### src/rtl/mult_booth4_unit.sv
`default_nettype none
// ============================================================================
// Module      : mult_booth4_unit
// Description : Radix-4 Booth iterative integer multiplier for the execute
//               stage. Handles MUL / MULH / MULHSU / MULHU, retires two
//               multiplier bits per cycle, early-outs on zero operands, and
//               hands a tagged result to the CDB under a valid/yumi handshake.
// Revision    : 1.0 - initial release
// ============================================================================
module mult_booth4_unit #(
    parameter int WIDTH      = 32,
    parameter int ROB_W      = 4,
    parameter int EARLY_ZERO = 1
) (
    input  logic             clk,
    input  logic             reset,
    input  logic             valid_in,
    input  logic [WIDTH-1:0] A,
    input  logic [WIDTH-1:0] B,
    input  logic [1:0]       ALUop,
    input  logic [ROB_W-1:0] rs_rob_entry,
    input  logic             flush,
    input  logic             yumi_in,
    output logic             ready,
    output logic             valid_out,
    output logic [ROB_W-1:0] out_rob,
    output logic [WIDTH-1:0] out_result,
    output logic             out_branch_result,
    output logic             out_load_step1
);

    // Operands are widened by two bits so that unsigned 32-bit values become
    // non-negative signed numbers; the Booth recoder then sees a signed
    // multiplier of even width and needs exactly EXT_W/2 steps.
    localparam int c_EXT_W = WIDTH + 2;
    // Two further guard bits keep acc +/- 2*multiplicand from overflowing.
    localparam int c_ACC_W = WIDTH + 4;
    localparam int c_ITER  = WIDTH / 2 + 1;
    localparam int c_CNT_W = $clog2(c_ITER + 1);

    localparam logic [c_CNT_W-1:0] c_ITER_CNT = c_CNT_W'(c_ITER);
    localparam logic [c_CNT_W-1:0] c_LAST_CNT = c_CNT_W'(1);

    localparam logic [1:0] c_MODE_MUL   = 2'b00;
    localparam logic [1:0] c_MODE_MULHU = 2'b11;

    localparam logic [1:0] c_S_IDLE = 2'd0;
    localparam logic [1:0] c_S_BUSY = 2'd1;
    localparam logic [1:0] c_S_DONE = 2'd2;

    logic [1:0]         r_state;
    logic [1:0]         w_state_next;

    logic [ROB_W-1:0]   r_rob;
    logic [1:0]         r_mode;
    logic [c_EXT_W-1:0] r_mcand;
    logic [c_EXT_W-1:0] r_mplr;
    logic               r_bm1;
    logic [c_ACC_W-1:0] r_acc;
    logic [c_CNT_W-1:0] r_cnt;
    logic [WIDTH-1:0]   r_result;

    logic               w_a_signed;
    logic               w_b_signed;
    logic [c_EXT_W-1:0] w_a_ext;
    logic [c_EXT_W-1:0] w_b_ext;
    logic               w_early;
    logic               w_accept;
    logic               w_step;
    logic               w_last;

    logic [2:0]         w_triplet;
    logic [c_ACC_W-1:0] w_mcand_sx;
    logic [c_ACC_W-1:0] w_mcand_x2;
    logic [c_ACC_W-1:0] w_pp;
    logic [c_ACC_W-1:0] w_acc_sum;
    logic [c_ACC_W-1:0] w_acc_sh;
    logic [c_EXT_W-1:0] w_mplr_sh;
    logic [WIDTH-1:0]   w_final_result;

    // ------------------------------------------------------------------
    // Operand extension and issue qualification
    // ------------------------------------------------------------------
    // rs1 is signed for MUL/MULH/MULHSU, rs2 only for MUL/MULH.
    assign w_a_signed = (ALUop != c_MODE_MULHU);
    assign w_b_signed = ~ALUop[1];
    assign w_a_ext    = {{2{w_a_signed & A[WIDTH-1]}}, A};
    assign w_b_ext    = {{2{w_b_signed & B[WIDTH-1]}}, B};

    assign w_early  = (EARLY_ZERO != 0) && ((A == '0) || (B == '0));
    // Flush wins over a simultaneous issue.
    assign w_accept = valid_in && (r_state == c_S_IDLE) && !flush;
    assign w_step   = (r_state == c_S_BUSY) && !flush;
    assign w_last   = (r_cnt == c_LAST_CNT);

    // ------------------------------------------------------------------
    // Booth step datapath
    // ------------------------------------------------------------------
    assign w_triplet  = {r_mplr[1:0], r_bm1};
    assign w_mcand_sx = {{2{r_mcand[c_EXT_W-1]}}, r_mcand};
    assign w_mcand_x2 = {w_mcand_sx[c_ACC_W-2:0], 1'b0};

    // Recode the current triplet into a partial product of 0, +/-A, +/-2A.
    always_comb begin
        w_pp = '0;
        case (w_triplet)
            3'b001, 3'b010: w_pp = w_mcand_sx;
            3'b011:         w_pp = w_mcand_x2;
            3'b100:         w_pp = -w_mcand_x2;
            3'b101, 3'b110: w_pp = -w_mcand_sx;
            default:        w_pp = '0;
        endcase
    end

    assign w_acc_sum = r_acc + w_pp;
    // Arithmetic shift of {acc, multiplier} right by two.
    assign w_acc_sh  = {{2{w_acc_sum[c_ACC_W-1]}}, w_acc_sum[c_ACC_W-1:2]};
    assign w_mplr_sh = {w_acc_sum[1:0], r_mplr[c_EXT_W-1:2]};

    // After the final step the product's low WIDTH+2 bits sit in the
    // multiplier register and the rest in the accumulator.
    assign w_final_result = (r_mode == c_MODE_MUL)
                          ? w_mplr_sh[WIDTH-1:0]
                          : {w_acc_sh[WIDTH-3:0], w_mplr_sh[c_EXT_W-1:WIDTH]};

    // ------------------------------------------------------------------
    // Control FSM
    // ------------------------------------------------------------------
    // State register.
    always_ff @(posedge clk) begin
        if (reset) begin
            r_state <= c_S_IDLE;
        end else begin
            r_state <= w_state_next;
        end
    end

    // Next-state logic; flush overrides every other transition.
    always_comb begin
        w_state_next = r_state;
        case (r_state)
            c_S_IDLE: begin
                if (w_accept) begin
                    w_state_next = w_early ? c_S_DONE : c_S_BUSY;
                end
            end
            c_S_BUSY: begin
                if (w_last) begin
                    w_state_next = c_S_DONE;
                end
            end
            c_S_DONE: begin
                if (yumi_in) begin
                    w_state_next = c_S_IDLE;
                end
            end
            default: w_state_next = c_S_IDLE;
        endcase
        if (flush) begin
            w_state_next = c_S_IDLE;
        end
    end

    // Operand capture on issue, one Booth step per busy cycle, result
    // capture on the last step. Nothing here moves while in S_DONE, which
    // keeps the presented result and tag stable under backpressure.
    always_ff @(posedge clk) begin
        if (reset) begin
            r_rob    <= '0;
            r_mode   <= '0;
            r_mcand  <= '0;
            r_mplr   <= '0;
            r_bm1    <= 1'b0;
            r_acc    <= '0;
            r_cnt    <= '0;
            r_result <= '0;
        end else if (w_accept) begin
            r_rob   <= rs_rob_entry;
            r_mode  <= ALUop;
            r_mcand <= w_a_ext;
            r_mplr  <= w_b_ext;
            r_bm1   <= 1'b0;
            r_acc   <= '0;
            r_cnt   <= c_ITER_CNT;
            if (w_early) begin
                r_result <= '0;
            end
        end else if (w_step) begin
            r_acc  <= w_acc_sh;
            r_mplr <= w_mplr_sh;
            r_bm1  <= r_mplr[1];
            r_cnt  <= r_cnt - c_LAST_CNT;
            if (w_last) begin
                r_result <= w_final_result;
            end
        end
    end

    // ------------------------------------------------------------------
    // Outputs: state-decoded or registered only
    // ------------------------------------------------------------------
    assign ready             = (r_state == c_S_IDLE);
    assign valid_out         = (r_state == c_S_DONE);
    assign out_rob           = r_rob;
    assign out_result        = r_result;
    assign out_branch_result = 1'b0;
    assign out_load_step1    = 1'b0;

endmodule
`default_nettype wire

### config.mk
export PLATFORM = sky130hd
export DESIGN_NAME = mult_booth4_unit
export DESIGN_NICKNAME = d
export VERILOG_FILES = /design/src/rtl/mult_booth4_unit.sv
export SDC_FILE = /design/constraint.sdc
export NUM_CORES = 1
export LEC_CHECK = 0
export CELL_PAD_IN_SITES_DETAIL_PLACEMENT = 1
export CELL_PAD_IN_SITES_GLOBAL_PLACEMENT = 1
export CORE_MARGIN = 2
export CORE_UTILIZATION = 38
export CTS_BUF_LIST = sky130_fd_sc_hd__clkbuf_8
export DETAILED_ROUTE_END_ITERATION = 16
export HOLD_SLACK_MARGIN = 0.06
export MAX_ROUTING_LAYER = met4
export PLACE_DENSITY = 0.81
export SYNTH_ARGS = -nofsm -noshare
export SYNTH_HDL_FRONTEND = slang
export SYNTH_SLANG_ARGS = --single-unit
### constraint.sdc
create_clock -name clk -period 6.3 [get_ports clk]
set_input_delay 1.26 -clock clk [delete_from_list [all_inputs] [get_ports clk]]
set_output_delay 1.26 -clock clk [all_outputs]
set_load 0.02 [all_outputs]
======== Yosys cells after proc, flatten, opt, wreduce, memory -nomap -nowiden ========
Cells that the tools add are included.
word-level totals
  flip-flop bits (word level) ............. 147
  input bits .............................. 75
  output and inout bits ................... 40
  logic and storage cells ................. 63
operators by class
  add/sub/neg operators ................... 4
  equal/unequal tests ..................... 14
  muxes and demuxes ....................... 15
  bitwise operators ....................... 3
  reduce and logical (&&, ||, !) cells .... 17
operators by type and width
  kind                                                                     count
  32-bit 2-to-1 mux                                                        5
  36-bit one-hot mux with 4 select lines                                   1
  36-bit negator                                                           2
  34-bit 2-to-1 mux                                                        2
  32-bit zero test                                                         2
  36-bit adder                                                             1
  5-bit 2-to-1 mux                                                         2
  3-bit equality test, second input constant                               3
  2-bit 2-to-1 mux                                                         4
  2-bit inequality test, second input constant                             4
  2-bit OR reduction                                                       4
  3-bit by 2-bit equality test with 1-bit output, second input constant    2
  2-bit one-hot mux with 3 select lines                                    1
  3-bit AND reduction                                                      2
  5-bit by 1-bit equality test with 1-bit output, second input constant    1
  5-bit by 1-bit subtractor with 5-bit output, second input constant       1
  2-bit zero test                                                          2
  2-bit nonzero test                                                       2
  3-bit by 1-bit equality test with 1-bit output, second input constant    1
  1-bit logical AND                                                        3
  1-bit AND                                                                2
  2-bit by 1-bit equality test with 1-bit output, second input constant    1
  2-bit equality test, second input constant                               1
  2-bit by 1-bit inequality test with 1-bit output, second input constant  1
  other kinds (3)                                                          3

======== Depth between registers and ports, before layout ========
Gate-level depths: netlist of the first run.
  depth after elaboration ................. 8
  mapped depth ............................ 22

======== Worst setup path after synthesis of the first run ========
OpenSTA, ideal clock, no wires.
  path type ............................... reg2reg
  start point ............................. reg r_mcand[0]
  end point ............................... reg r_acc[30]
  data arrival time ....................... 4.725 ns
  data required time ...................... 6.229 ns
  slack ................................... 1.504 ns
  cell stages (with the launch flop) ...... 23
  period minus slack after synthesis ...... 4.796 ns
  path through ............................ dfxtp_1 > inv_1 > ha_1 > nor3b_1 > nor3b_1 > nand2b_1 > or2_2 > or4_1 > nand2_1 > xnor2_1 > a221oi_1 > a31oi_1 > ha_1 > clkbuf_1 > nand2_1 > o21ai_0 > inv_1 > a21oi_1 > o21ai_0 > o31ai_1 > a311oi_1 > or3_1 > a21oi_1
on the way
  longest elaborated chain between the ends .. 3
  elaborated cells on any way between the ends .. 4
  classes of those cells .................. 3 x add/sub; 1 x mux
ends and longest elaborated chain
  element                                   RTL line  source
  start: declaration                        56        logic [c_EXT_W-1:0] r_mcand;
  start signal: assignment                  180       r_mcand <= w_a_ext;
  36-bit negator (on tied branches)         110, 109
  36-bit one-hot mux with 4 select lines *  106       case (w_triplet)
  36-bit adder *                            115       assign w_acc_sum = r_acc + w_pp;
  end signal: assignment                    189       r_acc <= w_acc_sh;
  end: declaration                          59        logic [c_ACC_W-1:0] r_acc;
Every way passes the cells marked *; elsewhere a longest branch is shown, timed or not.
A chain may end at the register's enable or synchronous reset.

======== Final worst setup path of the first run ========
  start point ............................. reg r_mcand[0]
  end point ............................... reg, netlist name r_acc[33]
on the way
  longest elaborated chain between the ends .. 3
  elaborated cells on any way between the ends .. 4
  classes of those cells .................. 3 x add/sub; 1 x mux
ends and longest elaborated chain
  element                                   RTL line
  36-bit negator (on tied branches)         110, 109
  36-bit one-hot mux with 4 select lines *  106
  36-bit adder *                            115
Marks and branches as above.

==> impl_metrics.yaml, run 1 <==
placement:
  dp_cells: 1672
  place_hpwl_microns: 25900
  io_buffers: 112
  gp_congestion: 0.941
  pre_cts_ws_ns: 1.03
synth:
  ys_ff_latch: 147
  synth_common_cells: "nand2_1 (277), a21oi_1 (176), dfxtp_1 (147), clkbuf_1 (83), nor2_1 (75)"
  synth-edff-count: 0
  seq_area_frac_synth: 0.306
  synth_async_sr_flop_share: 0
  synth_area_per_cell_sq_um: 7.30
  synth_area_leader_cell: "dfxtp_1"
  synthCells: 1317
  synth_top_area_frac: 0.306
  ys_warn_count: 0
  syn_area_sq_um: 9610
  synthMostInstantiatedCell: "nand2_1"
  post_synth_num_cell_types: 65
  yosys_most_used_dff: "dfxtp_1"
  synth.area.top_cells: "dfxtp_1 (31%), nand2_1 (11%), a21oi_1 (9.2%)"
critical_path:
  cp_slowest_cell: "a2111oi_0"
  cp-start-kind: "flop"
  cp.arrival_ns: 5.90
  worstPathRequired_ns: 6.70
  reg2regPathDepth: 21
  r2r_end: "r_acc[33]"
  critPathBufInv: 2
  max_stage_delay_ns: 0.65
  r2r_slack_ns: 0.80
  endpoint_kind: "flop"
  critPathMaxFanout: 5
  crit_type: "flop to flop"
  r2r-start: "r_mcand[0]"
  crit_chain: "inv_1 -> ha_1 -> nor3b_1 -> nor3b_1 -> buf_4 -> nand2b_1 -> or2_2 -> or3_1 -> nand2_1 -> xnor2_1 -> a221oi_1 -> a31oi_1 -> ha_1 -> a21oi_1 -> o21ai_0 -> a221oi_1 -> o21ai_0 -> a2111oi_0 -> or4_4 -> nand4_1 -> a21oi_2"
  crit_family: "compound AO/OA/AOI/OAI gates"
clock_network:
  cts_buffers: 17
  cts_sinks: 147
  cts_resized: 0
  root_buffer: "clkbuf_8"
  cts_max_path_buffers: 2
  post-cts-setup-buffers: 0
  tritoncts: "done"
  clkLatencyLatePin_ns: 0.48
  cts_hold_buf: 0
  htreeDepth: 4
  path_clk_slew_ns: 0.10
global_route:
  grt_usage: 0.276
  grt_first_pass_wirelength_microns: 56100
  antenna_found_initial: 0
  grt_max_degree: 75
  grt_pass1_vias: 10300
  grt_overflow_total: 0
sta:
  setup_viol: 0
  period_minus_slack_ns: 5.50
  worst_slew_pin_slew_ns: 1.00
  slew_headroom: 0.328
  max_freq_mhz: 182
  hold_viol: 0
  fin_crit_sh: 0.873
  drv_slew: 0
  setup_ws_ns: 0.798
  rsz0062_at_grt: "false"
  tns_ns: 0
  fin_skew_ns: 0.0166
power_and_ir_drop:
  pwr-share-clk: 0.352
  comb_power_share: 0.199
  p_leak_nw: 4.10
  p_int_mw: 1.44
  power.share.sequential: 0.448
  p_per_area_nw_per_um2: 197
  irDropWorstVdd_mv: 0.113
  swShare: 0.352
  p_sw_mw: 0.782
routing:
  postRouteAntennaNets: 0
  vias: 10100
  firstDrtPassIters: 5
  first_iter_violations: 622
  wl_microns: 35300
  viasPerCell: 5.91
  drcViolationCount: 0
  wl_per_cell_microns: 20.7
hold_path:
  min_from: "out_rob[1]"
  holdPathEnd: "out_rob[1]"
  hp-class: "flop to flop"
  hold_depth: 2
run_status:
  outcome: "finished clean"
floorplan:
  fp.coreArea_sq_um: 25000
  die_w_microns: 163
  die_area_sq_um: 26600
  ios: 115
  start_util: 0.384
  die_h_microns: 163
  fp-row-count: 58
final_layout:
  drive_above_1_share: 0.0509
  nNetsFinal: 1475
  final_cells: 1704
  syn_to_final_growth_pct: 17.3
  diodes: 0
job:
  drv_cap: 0
cells in the final DEF, fill, tap and decap left out, drive strengths merged, types with 17 or more instances in the layout:
cell	n
a21o	21
a21oi	177
a221oi	17
a22oi	40
a31oi	18
buf	19
clkbuf	17
clkdlybuf4s50	111
dfxtp	147
ha	38
inv	28
mux2i	19
nand2	277
nand3	24
nor2	75
nor4	24
o21ai	66
xnor2	51
xor2	26
flip-flops by register name (all words and copies together) (netlist names):
signal / cells
r_mode: 2
r_cnt: 5
out_rob: 4
r_mcand: 33
r_acc: 34
r_bm1: 1
r_mplr: 34
r_state: 2
out_result: 32
final cells by class:
class	count	area, sq um
fill	3176	13800
multi-input combinational	1045	6170
sequential	147	2940
clock buffer	17	234
inverter	20	75.1
tap	330	413
timing repair buffer	130	1250
clock inverter	15	181
stage by stage:
| step | hold WS (ns) | util | cell area (sq um) | power (mW) |
|---|---|---|---|---|
| 3_5_place_dp | 0.450 | 0.434 | 10900 | 1.45 |
| 3_3_place_gp | 0.441 | 0.434 | 10900 | 1.44 |
| 2_1_floorplan | 0.436 | - | 9610 | 1.29 |
| 5_1_grt | 0.491 | 0.450 | 11300 | 2.32 |
| 6_report | 0.459 | 0.450 | 11300 | 2.22 |
| 4_1_cts | 0.464 | 0.450 | 11300 | 2.23 |
tightest hold or removal path, cell delays in order (launching register included):
cell     delay (ns)
dfxtp_1        0.32
nand2_1        0.05
a21oi_1        0.05
per-layer routing:
metal  track usage  up-vias  routed length [microns]
met5             -        -                        0
met4        0.0925        0                      971
met3        0.0505       47                     1680
met2         0.458      261                    17300
met1         0.340     4985                    15300
li1              -     4782                        -
power groups by stage:
stage | Clock (mW) | Sequential [mW] | Combinational [mW]
after floorplan | 0 | 0.996 | 0.293
after global placement | 0 | 1.01 | 0.426
after detailed placement | 0 | 1.02 | 0.436
after CTS | 0.796 | 0.994 | 0.441
after global routing | 0.839 | 0.999 | 0.485
final | 0.782 | 0.995 | 0.442
logic make-up (layout without fill, tap and decap cells):
family / Yosys count / after routing / share of synthesized area
other: 1 / 2 / 0.000390
muxes: 21 / 21 / 0.0221
adders and majority gates: 39 / 39 / 0.0516
xor gates and xnor gates: 77 / 77 / 0.0702
DFF: 147 / 147 / 0.306
buffers and inverters: 126 / 182 / 0.0527
and+or+nand+nor: 485 / 485 / 0.224
AOI/OAI and AO/OA: 421 / 421 / 0.273
worst max-delay path by stage:
stage | depth (start not counted) | endpoint | start
floorplan | 22 | r_acc[30] | r_mcand[0]
global placement | 21 | r_acc[33] | r_mcand[0]
detailed placement | 21 | r_acc[33] | r_mcand[0]
CTS | 21 | r_acc[33] | r_mcand[0]
global route | 21 | r_acc[29] | r_mcand[0]
finish | 21 | r_acc[33] | r_mcand[0]
(Power assumes the default switching activity.)
==> run 2: changes to the inputs <==
Settings changed: CORE_ASPECT_RATIO set to 0.75.
==> impl_metrics.yaml, run 2 (synthesized netlist as in run 1, its figures left out) <==
global_route:
  grt_pass1_vias: 9947
  grt_first_pass_wirelength_microns: 54500
  met1_usage: 0.361
  use_met2: 0.409
  antenna_found_initial: 0
  grt_overflow_total: 0
  met3_usage: 0.0460
  top_usage_layer: "met2"
  grt_usage: 0.264
  grt_max_degree: 75
floorplan:
  fp.coreArea_sq_um: 24900
  die_h_microns: 142
  ios: 115
  die_w_microns: 188
  fp-row-count: 50
  die_area_sq_um: 26600
  start_util: 0.386
critical_path:
  cp_slowest_cell: "a2111oi_0"
  cp.arrival_ns: 5.90
  cp-start-kind: "flop"
  worstPathRequired_ns: 6.70
  reg2regPathDepth: 21
  crit_type: "flop to flop"
  endpoint_kind: "flop"
  critPathMaxFanout: 5
  crit_chain: "inv_1 -> ha_1 -> nor3b_1 -> nor3b_1 -> buf_4 -> nand2b_1 -> or2_2 -> or3_1 -> nand2_1 -> xnor2_1 -> a221oi_1 -> a31oi_1 -> ha_1 -> a21oi_1 -> o21ai_0 -> a221oi_1 -> o21ai_0 -> a2111oi_0 -> o21bai_1 -> a31o_1 -> a21oi_2"
  max_stage_delay_ns: 0.62
routing:
  wl_microns: 34500
  wl_per_cell_microns: 20.1
  vias: 10100
  drcViolationCount: 0
  first_iter_violations: 636
  firstDrtPassIters: 5
  viasPerCell: 5.92
  postRouteAntennaNets: 0
power_and_ir_drop:
  total_power_mw: 2.20
  p_leak_nw: 4.11
  irDropWorstVdd_mv: 0.125
  p_per_area_nw_per_um2: 195
final_layout:
  seq_area_sq_um: 2940
  final_common_cell: "nand2_1"
  fillCellCount: 3135
  postLayoutCoreUtil: 0.452
  syn_to_final_growth_pct: 17.1
  largest_registers: "r_acc x34, r_mplr x34, r_mcand x33"
  diodes: 0
  nNetsFinal: 1475
  layout_common_cells: "nand2_1 (277), a21oi_1 (176), dfxtp_1 (147)"
  drive_above_1_share: 0.0459
  multi_input_area_sq_um: 6170
sta:
  period_minus_slack_ns: 5.50
  worst_slew_pin_slew_ns: 1.05
  drv_slew: 0
  tns_ns: 0
  hold_viol: 0
  fin_skew_ns: 0.0147
  max_freq_mhz: 182
  slew_headroom: 0.301
  fin_crit_sh: 0.873
  rsz0062_at_grt: "false"
  whs_ns: 0.466
  setup_viol: 0
hold_path:
  hp-class: "flop to flop"
  hold_depth: 2
run_status:
  outcome: "finished clean"
job:
  drv_cap: 0
clock_network:
  cts_resized: 0
  cts_buffers: 17
  tritoncts: "done"
  post-cts-setup-buffers: 0
  root_buffer: "clkbuf_8"
  cts_hold_buf: 0
  htreeDepth: 4
  cts_sinks: 147
  path_clk_slew_ns: 0.09
  clkLatencyLatePin_ns: 0.47
  cts_max_path_buffers: 2
placement:
  io_buffers: 112
  place_hpwl_microns: 25300
  gp_congestion: 0.924
## run 2: metrics by stage
| stage | cell area (sq um) | worst slack (ns) | cells |
|---|---|---|---|
| floorplan | 9610 | 1.50 | 1318 |
| global placement | 10900 | 1.04 | 1680 |
| detailed placement | 10900 | 0.925 | 1680 |
| CTS | 11300 | 0.842 | 1711 |
| global route | 11300 | 0.235 | 1711 |
| finish | 11300 | 0.800 | 1711 |
## run 2: worst paths after layout
kind	startpoint	endpoint	slack, ns
worst min register to register	r_acc[17]	r_acc[17]	0.47
worst min-delay path	r_acc[17]	r_acc[17]	0.47
worst max register to register	r_mcand[1]	r_acc[33]	0.80
worst max-delay path	r_mcand[1]	r_acc[33]	0.80
## run 2: area by class of cell
type	instances	share of cell area
inverters	20	0.00667
clock buffers	20	0.0245
clock inverters	11	0.0101
repair buffers	130	0.111
multi-input cells	1045	0.548
flip-flops and latches	147	0.261
well taps	338	0.0376
## run 2: where the power goes
part	leakage, nW	switching [mW]	internal [mW]
clock	0.210	0.388	0.378
sequential	1.19	0.0386	0.956
combinational	2.70	0.265	0.174
## run 2: routing by layer
metal  part of all wire  vias up
met4              0.015        0
met1               0.49     5050
met5                  0        -
met2               0.45      274
met3              0.050       33
li1                   -     4773
## run 2: critical path: cells and delay by family, from the launching register on
family / cells / cell delay [ns]
DFF: 1 / 0.36
AOI/OAI and AO/OA: 10 / 2.53
buffers and inverters: 2 / 0.29
xor gates and xnor gates: 1 / 0.08
adders and majority gates: 2 / 0.61
and+or+nand+nor: 6 / 1.56
==> run 3: changes to the inputs <==
Settings changed: CORE_MARGIN 2 to 5.
==> impl_metrics.yaml, run 3 (synthesized netlist as in run 1, its figures left out) <==
run_status:
  outcome: "finished clean"
clock_network:
  cts_hold_buf: 0
  path_clk_slew_ns: 0.09
  cts_buffers: 17
  clkLatencyLatePin_ns: 0.50
  cts_sinks: 147
  cts_max_path_buffers: 2
  cts_resized: 0
  post-cts-setup-buffers: 0
  root_buffer: "clkbuf_8"
  tritoncts: "done"
  htreeDepth: 4
sta:
  whs_ns: 0.464
  rsz0062_at_grt: "false"
  worst_slew_pin_slew_ns: 1.04
  setup_viol: 0
  fin_skew_ns: 0.0157
  hold_viol: 0
  drv_slew: 0
  max_freq_mhz: 180
  period_minus_slack_ns: 5.55
  slew_headroom: 0.302
  tns_ns: 0
  fin_crit_sh: 0.881
floorplan:
  ios: 115
  die_w_microns: 194
  start_util: 0.385
  fp-row-count: 50
  fp.coreArea_sq_um: 25000
  die_h_microns: 148
  die_area_sq_um: 28600
routing:
  viasPerCell: 5.85
  wl_microns: 35200
  firstDrtPassIters: 5
  postRouteAntennaNets: 0
  first_iter_violations: 709
  wl_per_cell_microns: 20.6
  drcViolationCount: 0
  vias: 10000
critical_path:
  critPathBufInv: 2
  cp.arrival_ns: 5.96
  worstPathRequired_ns: 6.71
  crit_type: "flop to flop"
  endpoint_kind: "flop"
  cp-start-kind: "flop"
  cpMostUsedCell: "nand2_1"
  crit_chain: "inv_1 -> ha_1 -> nor3b_1 -> nor3b_1 -> buf_4 -> nand2b_1 -> or2_2 -> or4_1 -> nand2_1 -> xnor2_1 -> a221oi_1 -> a31oi_1 -> ha_1 -> nand2_1 -> o21ai_0 -> a211oi_1 -> nand2_1 -> o21ai_0 -> o31ai_1 -> a41o_1 -> or3_1 -> a21oi_1"
  max_stage_delay_ns: 0.46
  crit_family: "simple AND/OR/NAND/NOR gates"
  critPathMaxFanout: 7
  cp_slowest_cell: "or4_1"
global_route:
  grt_overflow_total: 0
  grt_usage: 0.245
  antenna_found_initial: 0
  grt_first_pass_wirelength_microns: 55300
  grt_pass1_vias: 9971
  grt_max_degree: 75
final_layout:
  postLayoutCoreUtil: 0.453
  fin_area_sq_um: 11300
  drive_above_1_share: 0.0495
  final_common_cell: "nand2_1"
  nNetsFinal: 1474
  layout_common_cells: "nand2_1 (277), a21oi_1 (176), dfxtp_1 (147)"
  largest_registers: "r_acc x34, r_mplr x34, r_mcand x33"
  syn_to_final_growth_pct: 17.6
  diodes: 0
power_and_ir_drop:
  p_per_area_nw_per_um2: 203
  irDropWorstVdd_mv: 0.127
  p_leak_nw: 4.11
placement:
  dpl-instance-area_sq_um: 10900
  place_hpwl_microns: 25600
  io_buffers: 112
  gp_congestion: 0.915
hold_path:
  hp-class: "flop to flop"
job:
  drv_cap: 0
run 3: final timing paths:
check        startpoint         end  slack (ns)  cells after the start
max          r_mcand[0]   r_acc[30]        0.75                     22
min          out_rob[2]  out_rob[2]        0.46                      2
max reg2reg  r_mcand[0]   r_acc[30]        0.75                     22
min reg2reg  out_rob[2]  out_rob[2]        0.46                      2
run 3: area by class of cell:
cell class                      count  area, sq um
Sequential cell                   147         2940
Fill cell                        3116        13700
Clock inverter                     12          165
Timing Repair Buffer              129         1250
Multi-Input combinational cell   1045         6170
Tap cell                          338          423
Clock buffer                       20          275
Inverter                           20         75.1
run 3: through the flow:
stage | power, mW | worst slack (ns) | cells
after detailed placement | 1.45 | 0.865 | 1679
after global routing | 2.39 | 0.335 | 1711
after floorplan | 1.29 | 1.50 | 1318
after global placement | 1.43 | 1.07 | 1679
final | 2.30 | 0.751 | 1711
after CTS | 2.30 | 0.802 | 1711
run 3: routing by layer:
metal,vias to the layer above,GRT usage,routed length [microns]
li1,4793,-,-
met1,4955,0.333,16900
met2,224,0.386,16100
met3,32,0.0394,1610
met4,0,0.0605,554
met5,-,-,0
run 3: worst register-to-register path, delay by kind of cell, from the launching register on:
kind	cells	cell delay [ns]
AOI/OAI and AO/OA	8	1.95
and+or+nand+nor	9	2.18
buffers and inverters	2	0.30
xor gates and xnor gates	1	0.08
DFF	1	0.34
adders and majority gates	2	0.63
run 3: report_power, final:
group | switching [mW] | total, mW | internal, mW
logic | 0.266 | 0.440 | 0.173
registers | 0.0377 | 0.994 | 0.956
clock network | 0.431 | 0.862 | 0.431
total | 0.735 | 2.30 | 1.56
